### src/rtl/mult8_pkg.sv
// Shared definitions for the 8x8 multiplier control unit.
//   state_t     : FSM state encoding (step states LOAD_XY..LOAD_RES are
//                 numbered 1..8 so the LD strobe index is state-1)
//   ROM_*       : SELROM codes, which partial-product ROM operand to use
//   SOMA_*      : SELSOMA codes, which adder combination to use
//   CNT_W       : width of the settle/timeout counter
//   N_LD        : number of LD_* strobes
// Optional feature macro used by the control unit: UC_MULT_PRONTO_CHECK_EN.
package mult8_pkg;

  localparam int CNT_W   = 4;
  localparam int STATE_W = 4;
  localparam int N_LD    = 8;

  localparam logic [1:0] ROM_DE0 = 2'd0;
  localparam logic [1:0] ROM_A   = 2'd1;
  localparam logic [1:0] ROM_B   = 2'd2;
  localparam logic [1:0] ROM_DE1 = 2'd3;

  localparam logic [1:0] SOMA_NONE  = 2'd0;
  localparam logic [1:0] SOMA_AB    = 2'd1;
  localparam logic [1:0] SOMA_SHIFT = 2'd2;
  localparam logic [1:0] SOMA_RES   = 2'd3;

  typedef enum logic [STATE_W-1:0] {
    ST_IDLE        = 4'd0,
    ST_LOAD_XY     = 4'd1,
    ST_LOAD_DE0    = 4'd2,
    ST_LOAD_A      = 4'd3,
    ST_LOAD_B      = 4'd4,
    ST_LOAD_DE1    = 4'd5,
    ST_LOAD_AB     = 4'd6,
    ST_SHIFT       = 4'd7,
    ST_LOAD_RES    = 4'd8,
    ST_WAIT_PRONTO = 4'd9,
    ST_DONE        = 4'd10,
    ST_ERR         = 4'd11
  } state_t;

  function automatic logic is_step(input state_t s);
    return (s >= ST_LOAD_XY) && (s <= ST_LOAD_RES);
  endfunction

  function automatic logic [1:0] selrom_of(input state_t s);
    logic [1:0] r;
    r = ROM_DE0;
    case (s)
      ST_LOAD_A:   r = ROM_A;
      ST_LOAD_B:   r = ROM_B;
      ST_LOAD_DE1: r = ROM_DE1;
      default:     r = ROM_DE0;
    endcase
    return r;
  endfunction

  function automatic logic [1:0] selsoma_of(input state_t s);
    logic [1:0] r;
    r = SOMA_NONE;
    case (s)
      ST_LOAD_AB:  r = SOMA_AB;
      ST_SHIFT:    r = SOMA_SHIFT;
      ST_LOAD_RES: r = SOMA_RES;
      default:     r = SOMA_NONE;
    endcase
    return r;
  endfunction

endpackage

### src/rtl/uc_multiplier8bits_if.sv
// Control bundle between the multiplier control unit and its surroundings.
//   START/PRONTO          : requests/status into the control unit
//   LD_* / SELROM/SELSOMA : datapath strobes and selects out of the unit
//   BUSY/DONE/ERRO        : status out of the unit
// Modports: slave = the control unit, master = the requester/datapath side.
interface uc_multiplier8bits_if;
  logic       START;
  logic       PRONTO;
  logic       LD_XY;
  logic       LD_DE0;
  logic       LD_A;
  logic       LD_B;
  logic       LD_DE1;
  logic       LD_AB;
  logic       LD_DE_ABshift;
  logic       LD_RES;
  logic [1:0] SELROM;
  logic [1:0] SELSOMA;
  logic       BUSY;
  logic       DONE;
  logic       ERRO;

  modport slave (
    input  START, PRONTO,
    output LD_XY, LD_DE0, LD_A, LD_B, LD_DE1, LD_AB, LD_DE_ABshift, LD_RES,
    output SELROM, SELSOMA, BUSY, DONE, ERRO
  );

  modport master (
    output START, PRONTO,
    input  LD_XY, LD_DE0, LD_A, LD_B, LD_DE1, LD_AB, LD_DE_ABshift, LD_RES,
    input  SELROM, SELSOMA, BUSY, DONE, ERRO
  );
endinterface

### src/rtl/uc_step_timer.sv
// Settle / timeout down-counter for the multiplier control unit.
//   clk      : clock
//   rst_n    : synchronous active-low reset (count -> 0)
//   clr      : force count to 0
//   load     : load load_val (clr has priority)
//   load_val : value loaded on load
//   zero     : count is 0 (last cycle of a step / timeout reached)
// The counter decrements every cycle and holds at 0, so it can never wrap.
module uc_step_timer
  import mult8_pkg::*;
(
  input  logic             clk,
  input  logic             rst_n,
  input  logic             clr,
  input  logic             load,
  input  logic [CNT_W-1:0] load_val,
  output logic             zero
);

  logic [CNT_W-1:0] cnt_q, cnt_d;

  always_comb begin
    cnt_d = cnt_q;
    if (clr) begin
      cnt_d = '0;
    end else if (load) begin
      cnt_d = load_val;
    end else if (cnt_q != '0) begin
      cnt_d = cnt_q - 1'b1;
    end
  end

  always_ff @(posedge clk) begin
    if (!rst_n) begin
      cnt_q <= '0;
    end else begin
      cnt_q <= cnt_d;
    end
  end

  assign zero = (cnt_q == '0);

endmodule

### src/rtl/uc_multiplier8bits.sv
// Control unit for the 8x8 multiplier datapath FD_multiplier8bits.
// One multiplication per START handshake: operand load, four partial-product
// ROM lookups, sum, shift-combine, result load, then DONE until START drops.
// Ports:
//   CLK   : clock, rising edge
//   RESET : synchronous active-low reset
//   bus   : uc_multiplier8bits_if.slave (START/PRONTO in; LD_*, SELROM,
//           SELSOMA, BUSY, DONE, ERRO out)
// Parameters:
//   SETTLE_CYCLES  : extra cycles each step holds its selects before its LD
//   PRONTO_TIMEOUT : cycles to wait for PRONTO before flagging ERRO
// Optional feature: define UC_MULT_PRONTO_CHECK_EN to wait for the datapath
// PRONTO flag after LOAD_RES (timeout -> ERR). Without it LOAD_RES goes
// straight to DONE, PRONTO is ignored and ERRO is constant 0.
// All outputs are registered decodes of the current state and timer flag,
// so every strobe appears one cycle after the state that produces it.
module uc_multiplier8bits
  import mult8_pkg::*;
#(
  parameter int SETTLE_CYCLES  = 0,
  parameter int PRONTO_TIMEOUT = 8
) (
  input  logic                CLK,
  input  logic                RESET,
  uc_multiplier8bits_if.slave bus
);

  localparam logic [CNT_W-1:0] SETTLE_LOAD  = CNT_W'(SETTLE_CYCLES);
  localparam logic [CNT_W-1:0] TIMEOUT_LOAD = CNT_W'(PRONTO_TIMEOUT - 1);

  state_t           state_q, state_d;
  logic             step_zero;
  logic             timer_clr, timer_load;
  logic [CNT_W-1:0] timer_val;
  logic [N_LD-1:0]  ld_d, ld_q;
  logic [1:0]       selrom_d, selrom_q, selsoma_d, selsoma_q;
  logic             busy_d, busy_q, done_d, done_q, erro_d, erro_q;
  logic             unused_pronto;

  assign unused_pronto = bus.PRONTO;

  always_comb begin
    state_d = state_q;
    case (state_q)
      ST_IDLE:     if (bus.START) state_d = ST_LOAD_XY;
      ST_LOAD_XY:  if (step_zero) state_d = ST_LOAD_DE0;
      ST_LOAD_DE0: if (step_zero) state_d = ST_LOAD_A;
      ST_LOAD_A:   if (step_zero) state_d = ST_LOAD_B;
      ST_LOAD_B:   if (step_zero) state_d = ST_LOAD_DE1;
      ST_LOAD_DE1: if (step_zero) state_d = ST_LOAD_AB;
      ST_LOAD_AB:  if (step_zero) state_d = ST_SHIFT;
      ST_SHIFT:    if (step_zero) state_d = ST_LOAD_RES;
      ST_LOAD_RES: begin
        if (step_zero) begin
`ifdef UC_MULT_PRONTO_CHECK_EN
          state_d = ST_WAIT_PRONTO;
`else
          state_d = ST_DONE;
`endif
        end
      end
      ST_WAIT_PRONTO: begin
`ifdef UC_MULT_PRONTO_CHECK_EN
        // PRONTO beats the timeout when both land on the same edge
        if (bus.PRONTO) begin
          state_d = ST_DONE;
        end else if (step_zero) begin
          state_d = ST_ERR;
        end
`else
        state_d = ST_IDLE;
`endif
      end
      // 4-phase handshake: leave only once the requester drops START
      ST_DONE, ST_ERR: if (!bus.START) state_d = ST_IDLE;
      default:         state_d = ST_IDLE;
    endcase
  end

  // Timer restarts on every state change: step length for step states,
  // PRONTO window for the wait state, cleared otherwise.
  always_comb begin
    timer_clr  = 1'b0;
    timer_load = 1'b0;
    timer_val  = SETTLE_LOAD;
    if (state_d != state_q) begin
      if (is_step(state_d)) begin
        timer_load = 1'b1;
      end else if (state_d == ST_WAIT_PRONTO) begin
        timer_load = 1'b1;
        timer_val  = TIMEOUT_LOAD;
      end else begin
        timer_clr = 1'b1;
      end
    end
  end

  uc_step_timer u_step_timer (
    .clk      (CLK),
    .rst_n    (RESET),
    .clr      (timer_clr),
    .load     (timer_load),
    .load_val (timer_val),
    .zero     (step_zero)
  );

  always_comb begin
    selrom_d  = selrom_of(state_q);
    selsoma_d = selsoma_of(state_q);
    busy_d    = is_step(state_q) || (state_q == ST_WAIT_PRONTO);
    done_d    = (state_q == ST_DONE);
`ifdef UC_MULT_PRONTO_CHECK_EN
    erro_d    = (state_q == ST_ERR);
`else
    erro_d    = 1'b0;
`endif
  end

  // Strobe gi belongs to step state gi+1; it fires only in the step's last cycle.
  generate
    for (genvar gi = 0; gi < N_LD; gi++) begin : g_ld
      assign ld_d[gi] = step_zero && (state_q == STATE_W'(gi + 1));
    end
  endgenerate

  always_ff @(posedge CLK) begin
    if (!RESET) begin
      state_q   <= ST_IDLE;
      ld_q      <= '0;
      selrom_q  <= '0;
      selsoma_q <= '0;
      busy_q    <= 1'b0;
      done_q    <= 1'b0;
      erro_q    <= 1'b0;
    end else begin
      state_q   <= state_d;
      ld_q      <= ld_d;
      selrom_q  <= selrom_d;
      selsoma_q <= selsoma_d;
      busy_q    <= busy_d;
      done_q    <= done_d;
      erro_q    <= erro_d;
    end
  end

  assign bus.LD_XY         = ld_q[0];
  assign bus.LD_DE0        = ld_q[1];
  assign bus.LD_A          = ld_q[2];
  assign bus.LD_B          = ld_q[3];
  assign bus.LD_DE1        = ld_q[4];
  assign bus.LD_AB         = ld_q[5];
  assign bus.LD_DE_ABshift = ld_q[6];
  assign bus.LD_RES        = ld_q[7];
  assign bus.SELROM        = selrom_q;
  assign bus.SELSOMA       = selsoma_q;
  assign bus.BUSY          = busy_q;
  assign bus.DONE          = done_q;
  assign bus.ERRO          = erro_q;

endmodule

### src/flat_wrapper.sv
// flat-port wrapper written by rule: the top's interface ports become plain ports
module uc_multiplier8bits_flat import mult8_pkg::*;
#(
  parameter int SETTLE_CYCLES  = 0,
  parameter int PRONTO_TIMEOUT = 8
)
  (CLK, RESET, bus_START, bus_PRONTO, bus_LD_XY, bus_LD_DE0, bus_LD_A, bus_LD_B, bus_LD_DE1, bus_LD_AB, bus_LD_DE_ABshift, bus_LD_RES, bus_SELROM, bus_SELSOMA, bus_BUSY, bus_DONE, bus_ERRO);
  uc_multiplier8bits_if bus_i ();
  input  logic CLK;
  input  logic RESET;
  input wire logic [$bits(bus_i.START)-1:0] bus_START;
  input wire logic [$bits(bus_i.PRONTO)-1:0] bus_PRONTO;
  output wire logic [$bits(bus_i.LD_XY)-1:0] bus_LD_XY;
  output wire logic [$bits(bus_i.LD_DE0)-1:0] bus_LD_DE0;
  output wire logic [$bits(bus_i.LD_A)-1:0] bus_LD_A;
  output wire logic [$bits(bus_i.LD_B)-1:0] bus_LD_B;
  output wire logic [$bits(bus_i.LD_DE1)-1:0] bus_LD_DE1;
  output wire logic [$bits(bus_i.LD_AB)-1:0] bus_LD_AB;
  output wire logic [$bits(bus_i.LD_DE_ABshift)-1:0] bus_LD_DE_ABshift;
  output wire logic [$bits(bus_i.LD_RES)-1:0] bus_LD_RES;
  output wire logic [$bits(bus_i.SELROM)-1:0] bus_SELROM;
  output wire logic [$bits(bus_i.SELSOMA)-1:0] bus_SELSOMA;
  output wire logic [$bits(bus_i.BUSY)-1:0] bus_BUSY;
  output wire logic [$bits(bus_i.DONE)-1:0] bus_DONE;
  output wire logic [$bits(bus_i.ERRO)-1:0] bus_ERRO;
  assign bus_i.START = bus_START;
  assign bus_i.PRONTO = bus_PRONTO;
  assign bus_LD_XY = bus_i.LD_XY;
  assign bus_LD_DE0 = bus_i.LD_DE0;
  assign bus_LD_A = bus_i.LD_A;
  assign bus_LD_B = bus_i.LD_B;
  assign bus_LD_DE1 = bus_i.LD_DE1;
  assign bus_LD_AB = bus_i.LD_AB;
  assign bus_LD_DE_ABshift = bus_i.LD_DE_ABshift;
  assign bus_LD_RES = bus_i.LD_RES;
  assign bus_SELROM = bus_i.SELROM;
  assign bus_SELSOMA = bus_i.SELSOMA;
  assign bus_BUSY = bus_i.BUSY;
  assign bus_DONE = bus_i.DONE;
  assign bus_ERRO = bus_i.ERRO;
  uc_multiplier8bits #(.SETTLE_CYCLES(SETTLE_CYCLES), .PRONTO_TIMEOUT(PRONTO_TIMEOUT)) u_core (.CLK(CLK), .RESET(RESET), .bus(bus_i));
endmodule
### config.mk
export PLATFORM = sky130hd
export DESIGN_NAME = uc_multiplier8bits_flat
export DESIGN_NICKNAME = d
export VERILOG_FILES = /design/src/rtl/mult8_pkg.sv /design/src/rtl/uc_multiplier8bits_if.sv /design/src/rtl/uc_step_timer.sv /design/src/rtl/uc_multiplier8bits.sv /design/src/flat_wrapper.sv
export SDC_FILE = /design/constraint.sdc
export NUM_CORES = 1
export LEC_CHECK = 0
export CORE_MARGIN = 5
export CORE_UTILIZATION = 46
export DETAILED_ROUTE_END_ITERATION = 8
export PLACE_DENSITY = 0.74
export SLEW_MARGIN = 20
export SYNTH_ARGS = -nofsm -noshare
export SYNTH_HDL_FRONTEND = slang
export SYNTH_SLANG_ARGS = --single-unit
### constraint.sdc
create_clock -name CLK -period 2.2 [get_ports CLK]
set_input_delay 0.33 -clock CLK [delete_from_list [all_inputs] [get_ports CLK]]
set_output_delay 0.33 -clock CLK [all_outputs]
set_load 0.1 [all_outputs]
**Yosys cells after proc, flatten, opt, wreduce, memory -nomap -nowiden**

Index checks and enable logic that the tools add are counted.
Widths: inputs -> output; s select.

- $add $sub $neg: 1
- Order comparisons: 4
- Equal/unequal tests: 13
- Multiplexer cells: 24
- Bitwise gates (word level): 1
- Reduce and logical (&&, ||, !) cells: 17

Operators by type and width:

| cell | count |
|---|---|
| $mux 4 | 14 |
| $pmux 4 s10 | 1 |
| $eq 4x4->1 const B | 5 |
| $eq 4x3->1 const B | 4 |
| $pmux 2 s3 | 2 |
| $logic_and 1x1->1 | 10 |
| $eq 4x2->1 const B | 2 |
| $ge 4x1->1 const B | 2 |
| $le 4x4->1 const B | 2 |
| $logic_not 4->1 | 2 |
| $mux 1 | 6 |
| $eq 4x1->1 const B | 1 |
| $ne 4x4->1 | 1 |
| $reduce_bool 4->1 | 1 |
| $reduce_or 2->1 | 2 |
| $sub 4x1->4 const B | 1 |
| $mux 3 | 1 |
| $reduce_bool 2->1 | 1 |
| $logic_or 1x1->1 | 1 |
| $not 1->1 | 1 |

- Flip-flop bits (word level): 22
- Output and inout port bits: 15
- Logic and storage cells: 67

**Depth between registers and ports, before layout**

Gate-level depths: netlist of the first run.

- Word-level depth: 8
- Mapped depth: 8

**Modules after synthesis**

Synthesis of the first run repeated with hierarchy kept, for this count alone.

- Cell total of the unflattened synthesis: 111
- Area total of the unflattened synthesis: 1021.0 µm²

Modules (own cells, without submodules):

| module | times used | cells an instance | area an instance (µm²) | seq. area each (µm²) |
|---|---|---|---|---|
| uc_multiplier8bits | 1 | 82 | 760.7 | 360.3 |
| uc_step_timer | 1 | 29 | 260.2 | 80.1 |

**Worst setup path after synthesis of the first run**

OpenSTA, ideal clock, no wires.

- Path type: flip-flop to flip-flop
- Start point: reg u_core.u_step_timer.cnt_q[0]
- End point: reg u_core.u_step_timer.cnt_q[1]
- Data arrival time: 1.344 ns
- Slack: 0.728 ns
- Stages on the path, launching flop included: 8
- Buffers on the path: 1
- Clock period less this slack: 1.472 ns
- Cells stage by stage: dfxtp_1 -> inv_1 -> ha_1 -> nor3b_1 -> buf_2 -> nand2_1 -> a22oi_1 -> nor3_1

- Word-level cells in the longest chain between the ends: 8
- Elaborated cells on any way between the ends: 30

RTL lines:

| what | RTL line | RTL |
|---|---|---|
| start, declared | uc_step_timer.sv:20 | `logic [CNT_W-1:0] cnt_q, cnt_d;` |
| start signal, assigned | uc_step_timer.sv:37 | `cnt_q <= cnt_d;` |
| $logic_not 4->1 | uc_step_timer.sv:41 | `assign zero = (cnt_q == '0);` |
| $mux 4 (tied with other cells) | uc_multiplier8bits.sv:54 | `if (step_zero) begin` |
| $pmux 4 s10 | uc_multiplier8bits.sv:44 | `case (state_q)` |
| $ge 4x1->1 (tied with other cells) | mult8_pkg.sv:41 | `return (s >= ST_LOAD_XY) && (s <= ST_LOAD_RES);` |
| $logic_and 1x1->1 (tied with other cells) | mult8_pkg.sv:41 |  |
| $mux 4 / $mux 1 (equally long branches) | uc_multiplier8bits.sv:87 | `if (is_step(state_d)) begin` |
| $mux 4 / $mux 1 (equally long branches) | uc_multiplier8bits.sv:86 | `if (state_d != state_q) begin` |
| $mux 4 (tied with other cells) | uc_step_timer.sv:26 | `end else if (load) begin` |

Several ways; a longest one is shown, not always the timed one. The select of a mux whose other input is x is not followed.
A chain may end at the register's enable or synchronous reset.

**Worst setup path in the final report of the first run**

- Start point: in bus_START
- End point: reg u_core.u_step_timer.cnt_q[3]

- Word-level cells in the longest chain between the ends: 7
- Elaborated cells on any way between the ends: 18

RTL lines:

| what | RTL line | RTL |
|---|---|---|
| start, declared | flat_wrapper.sv:11 | `input wire logic [$bits(bus_i.START)-1:0] bus_START;` |
| $mux 4, on equally long branches | uc_multiplier8bits.sv:75, uc_multiplier8bits.sv:45 |  |
| $pmux 4 s10 * | uc_multiplier8bits.sv:44 |  |
| $ge 4x1->1 (tied with other cells) | mult8_pkg.sv:41 |  |
| $logic_and 1x1->1 / $mux 1 (equally long branches) | mult8_pkg.sv:41, uc_multiplier8bits.sv:89 |  |
| $mux 1 | uc_multiplier8bits.sv:87 |  |
| $mux 1 | uc_multiplier8bits.sv:86 |  |
| $mux 4 (tied with other cells) | uc_step_timer.sv:26 |  |

Every way passes the cells marked *; elsewhere a longest branch is shown, timed or not.

==> out/qor.yml, run 1 <==
synth_seq_area_share_pct: 47.06
die_w_um: 55.11
yosys_warnings: 0
antenna_left: 0
fp-row-count: 16
fin_nets: 133
power.share.clock_pct: 28.0
synthFlopType: "dfxtp_1"
finClkSkew_ns: 0.0005141
dieArea_mm2: 0.003037
fmax_mhz: 589.5
setup_viol: 0
via_count: 784
hold_class: "register to register"
ys_seq_elements: 22
clkLatencyLatePin_ns: 0.30
drc: 0
synth_edf_count: 0
min_to: "u_core.u_step_timer.cnt_q[0]"
drt_first_pass_iters: 4
hold_path_depth: 2
leakagePower_nw: 0.4632
antenna_cells: 0
port-buffer-count: 16
finalCritPeriodShare_pct: 77.11
dp_hpwl_um: 1325
pwr_density_cell_mw_per_mm2: 937.6
whs_ns: 0.4752
ios: 19
cts.sinks: 22
cap_viol_max_count: 0
hold_buffers: 0
start_util_pct: 48.20
routed_wl_um: 1835
clkSlewWorstSetupHoldPaths_ns: 0.12
ff2ff_setup_slack_ns: 0.52
r2r-start: "u_core.u_step_timer.cnt_q[0]"
cp.arrival_ns: 1.93
end_kind: "register"
critPathKind: "input pin to register"
cts_setup_buffers: 0
antenna_found_initial: 0
numCtsBuffers: 3
synth_cell_type_count: 35
synthesis.area_um2: 935.9
hold_path_startpoint: "u_core.u_step_timer.cnt_q[0]"
drtIter0Drc: 13
timing.rr.end: "u_core.u_step_timer.cnt_q[3]"
power_frac_comb_pct: 30.8
wl_per_cell_um: 11.92
cts_buffer_depth: 2
grt_pass1_wl_um: 3001
hold_viol: 0
async_reset_ff_share_pct: 0
crit_path_max_fanout: 4
via_per_inst: 5.091
syn_area_per_cell_um2: 8.508
clock-root-buffer: "clkbuf_4"
finalMaxSlewViolations: 0
internal-power_mw: 0.7059
status: "completed"
track_usage_pct: 13.81
fin_tns_setup_ns: 0
vdd_drop_max_mv: 0.5345
overflow: 0
cp.required_ns: 2.43
ctsResizeCount: 0
rsz0062_at_grt: "false"
synth_nets: 115
grt_max_degree: 16
p_seq_share_pct: 41.1
syn_inst: 110
gp_congestion: 0.7968
drive_above_1_share_pct: 18.90
rr_worst_depth: 7
power.switching_mw: 0.3687
start_kind: "input pin"
htreeDepth: 1
cts_tree: "yes"
finalCriticalPeriod_ns: 1.696
chipHeight_um: 55.11
nFillCells: 187
swShare_pct: 34.31
coreArea_mm2: 0.001942
grt_pass1_vias: 676
synthToLayoutAreaGrowth_pct: 22.46
cell families (layout without fill, tap and decap cells):
family / after synthesis / in the layout / synth area share [%]
flops: 22 / 22 / 47.06
simple gates: 52 / 52 / 28.61
fa+ha+maj: 1 / 1 / 1.337
xor+xnor: 1 / 1 / 0.9360
compound gates: 22 / 22 / 16.71
buf+inv: 11 / 28 / 4.946
other cells: 1 / 1 / 0.4007
critical path, cell delays in order:
cell and delay, ns:
clkdlybuf4s50_1 0.58, nor2b_1 0.12, a2111oi_4 0.40, o21bai_1 0.16
a22oi_1 0.15, nor3_1 0.20
routing by layer:
metal	vias up	share of wire, %	GRT usage (%)	wire length (um)
li1	415	-	-	-
met1	354	49	17.48	903
met2	13	45	22.05	827
met3	2	5.0	2.681	91
met4	0	0.65	7.287	12
met5	-	0	0	0
layout make-up:
type / count / area, um2 / area share, %
Clock buffer: 3 / 22.52 / 1.965
Clock inverter: 1 / 30.03 / 2.620
Inverter: 4 / 15.01 / 1.310
Multi-Input combinational cell: 77 / 449.2 / 39.19
Sequential cell: 22 / 440.4 / 38.43
Tap cell: 27 / 33.78 / 2.948
Timing Repair Buffer: 20 / 155.1 / 13.54
cells in the mapped netlist, types with 2 or more instances:
library cell,instances,share of area [%]
nor4_1,4,2.7
nor2b_1,5,3.3
nor2_1,11,4.4
clkbuf_1,5,2.0
a21oi_1,7,3.7
nand3_1,4,2.1
nand2b_1,2,1.3
dfxtp_1,22,47
nand2_1,10,4.0
nor3_1,7,3.7
nor3b_1,3,2.4
nand3b_1,2,1.6
inv_1,3,1.2
o21ai_0,4,2.1
stage by stage:
stage          utilization [%]  power, mW  worst slack (ns)  cells  cell area (um2)
6_report                 59.02      1.075            0.5036    154             1146
2_1_floorplan                -     0.7135            0.7278    110            935.9
5_1_grt                  59.02      1.131            0.4295    154             1146
3_3_place_gp             56.31     0.7780            0.2275    150             1094
4_1_cts                  59.02      1.084            0.5021    154             1146
3_5_place_dp             56.31     0.7820            0.1905    150             1094
cells in the final DEF, fill, tap and decap left out, types with 3 or more instances in the layout:
| cell | synthesis | layout |
|---|---|---|
| a21oi_1 | 7 | 7 |
| buf_4 | 1 | 18 |
| clkbuf_4 | 0 | 3 |
| dfxtp_1 | 22 | 22 |
| inv_1 | 3 | 3 |
| nand2_1 | 10 | 10 |
| nand3_1 | 4 | 4 |
| nor2_1 | 11 | 11 |
| nor2b_1 | 5 | 5 |
| nor3_1 | 7 | 7 |
| nor3b_1 | 3 | 3 |
| nor4_1 | 4 | 4 |
| o21ai_0 | 4 | 4 |
worst max-delay path by stage:
stage	from	endpoint	slack, ns
5_1_grt	bus_START	u_core.u_step_timer.cnt_q[1]	0.43
2_1_floorplan	u_core.u_step_timer.cnt_q[0]	u_core.u_step_timer.cnt_q[1]	0.73
3_3_place_gp	bus_START	u_core.u_step_timer.cnt_q[1]	0.23
3_5_place_dp	bus_START	u_core.u_step_timer.cnt_q[3]	0.19
6_report	bus_START	u_core.u_step_timer.cnt_q[3]	0.50
4_1_cts	bus_START	u_core.u_step_timer.cnt_q[3]	0.50
sequential cells by signal (all words and copies together), names as in the netlist:
register,cells
u_core.bus.SELROM,2
u_core.bus.SELSOMA,2
u_core.bus.BUSY,1
u_core.ld_q,8
u_core.bus.DONE,1
u_core.state_q,4
u_core.u_step_timer.cnt_q,4
power groups by stage:
stage	sequential (mW)	combinational (mW)	clock (mW)
2_1_floorplan	0.556	0.157	0
3_3_place_gp	0.451	0.327	0
3_5_place_dp	0.451	0.331	0
4_1_cts	0.442	0.331	0.311
5_1_grt	0.445	0.359	0.327
6_report	0.442	0.331	0.301
Power figures use the tool's default switching activity.
==> run 2, diff against run 1 <==
--- a/config.mk
+++ b/config.mk
@@ -6,7 +6,7 @@
 export NUM_CORES = 1
 export LEC_CHECK = 0
 export CORE_MARGIN = 5
-export CORE_UTILIZATION = 46
+export CORE_UTILIZATION = 44
 export DETAILED_ROUTE_END_ITERATION = 8
 export PLACE_DENSITY = 0.74
 export SLEW_MARGIN = 20
==> constraint.sdc (replaced) <==
create_clock -name CLK -period 1.4 [get_ports CLK]
set_input_delay 0.21 -clock CLK [delete_from_list [all_inputs] [get_ports CLK]]
set_output_delay 0.21 -clock CLK [all_outputs]
set_load 0.1 [all_outputs]
==> run 2 against run 1 <==
Net effect: the run now ends with setup timing left; combinational power increased by 110%; critical path depth up 1; setup slack got worse by 0.51 ns; sequential power rose by 62%; design area grew 31%; clock power shrank 10%; clock-buffer cell count unchanged; routed wire length increased by 35%; core utilization is 16 points higher; final cell count up 10%; first-iteration DRC count rose by 23%; die area grew 3.7%.
==> out/qor.yml, run 2 (same netlist as run 1, synthesis figures left out) <==
cts_tree: "yes"
hold_class: "register to register"
finalCritPeriodShare_pct: 100.4
wl_per_cell_um: 14.61  # +23%
multi_input_area_um2: 516.7  # +15%
finalCriticalPeriod_ns: 1.406
overflow: 0  # unchanged
htreeDepth: 1  # unchanged
clock-root-buffer: "clkbuf_4"
routed_wl_um: 2484  # +35%
grt_pass1_wl_um: 4340  # +45%
dp_hpwl_um: 1777  # +34%
numCtsBuffers: 3  # unchanged
nFillCells: 141  # -25%
finalMaxSlewViolations: 0  # unchanged
cp.arrival_ns: 1.60  # -0.33 ns
finClkSkew_ns: 0.007827  # +0.007313 ns
dieArea_mm2: 0.003149  # +3.7%
grt_pass1_vias: 930  # +38%
pwr_density_cell_mw_per_mm2: 1129  # +20%
vdd_drop_max_mv: 0.7641  # +43%
layout_commonest_cell: "dfxtp_1"
clkSlewWorstSetupHoldPaths_ns: 0.12  # about the same
status: "complete, but fails checks"
track_usage_pct: 17.37  # +3.6 points
largest-register: "u_core.ld_q"
violations: "setup timing"
clkLatencyLatePin_ns: 0.29  # about the same
finalPower_mw: 1.693  # +58%
via_per_inst: 5.529  # +8.6%
ff2ff_setup_slack_ns: -0.006  # -0.53 ns
drt_first_pass_iters: 4  # unchanged
pre_cts_slack_ns: -0.2974  # -0.4878 ns
fin_nets: 150  # +13%
fmax_mhz: 711.1
drive_above_1_share_pct: 38.46  # +20 points
fin_ws_ns: -0.006182  # -0.5098 ns
gp_congestion: 0.9141  # +15%
top_regs: "u_core.ld_q x8, u_core.state_q x4, u_core.u_step_timer.cnt_q x4"
cts.sinks: 22  # unchanged
fp-row-count: 16  # unchanged
port-buffer-count: 16  # unchanged
synthToLayoutAreaGrowth_pct: 60.16
die_w_um: 56.12  # +1.8%
seqCellArea_um2: 444.2  # +0.85%
largest_register_ffs: 8  # unchanged
start_util_pct: 46.75  # -1.4 points
antenna_cells: 0  # unchanged
coreArea_mm2: 0.002002  # +3.1%
setup_viol: 2  # +2
leakagePower_nw: 0.5866  # +27%
antenna_left: 0  # unchanged
via_count: 940  # +20%
cp.required_ns: 1.60  # -0.83 ns
critPathKind: "register to register"
end_kind: "register"
drc: 0  # unchanged
grt_max_degree: 15  # -1
start_kind: "register"
drtIter0Drc: 16  # +3
cts_buffer_depth: 2  # unchanged
cap_viol_max_count: 0  # unchanged
layout_common_cells: "19 x dfxtp_1, 17 x buf_4, 14 x buf_12"
rsz0062_at_grt: "true"
crit_path_max_fanout: 5  # +1
chipHeight_um: 56.12  # +1.8%
ios: 19  # unchanged
antenna_found_initial: 0  # unchanged
hold_viol: 0  # unchanged
run 2: worst max-delay path, stage by stage (launching register included):
cell and delay [ns]:
dfxtp_2 0.35, inv_2 0.07, ha_4 0.13, nor3b_4 0.21, buf_6 0.16, nand2_1 0.11, o21ai_2 0.21, nor3_1 0.07
run 2: final timing paths:
path	cells past startpoint	to	from
worst max-delay path	7	u_core.u_step_timer.cnt_q[3]	u_core.u_step_timer.cnt_q[0]
worst min-delay path	2	u_core.u_step_timer.cnt_q[0]	u_core.u_step_timer.cnt_q[0]
worst max register to register	7	u_core.u_step_timer.cnt_q[3]	u_core.u_step_timer.cnt_q[0]
worst min register to register	2	u_core.u_step_timer.cnt_q[0]	u_core.u_step_timer.cnt_q[0]
run 2: per-stage QoR:
stage          hold WS (ns)  instance area (um2)    TNS, ns  cells  util (%)
2_1_floorplan        0.3697                945.9          0    110         -
3_3_place_gp         0.4590                 1389    -0.9091    165     69.38
3_5_place_dp         0.4851                 1389     -1.362    165     69.38
4_1_cts              0.4986                 1483          0    170     74.06
5_1_grt              0.5253                 1499    -0.6936    170     74.88
6_report             0.4955                 1499  -0.007419    170     74.88
run 2: routing by layer:
metal  vias to the layer above  track usage (%)  share of wire [%]
met5                         -                0                  0
met3                         8            3.712                6.7
met1                       444            17.93                 38
met2                        40            32.22                 54
met4                         0            9.153                1.9
li1                        448                -                  -
run 2: area by class of cell:
cell class,instances,area share (%)
inverter,4,1.002
clock buffer,3,1.503
tap,27,2.254
sequential,22,29.63
multi-input combinational,77,34.47
timing repair buffer,37,31.14
run 2: power by group:
| part | internal, mW | total, mW | switching, mW |
|---|---|---|---|
| clock network | 0.100 | 0.271 | 0.171 |
| logic | 0.287 | 0.706 | 0.420 |
| registers | 0.669 | 0.715 | 0.0461 |
| total | 1.06 | 1.69 | 0.637 |
run 2: repair_timing:
action                     in CTS  in global routing
hold buffers                    0                  0
cloned                          1                  0
setup endpoints to repair       8                 14
buffers inserted                1                  0
resized for setup              16                  4
pin swaps                       3                  7
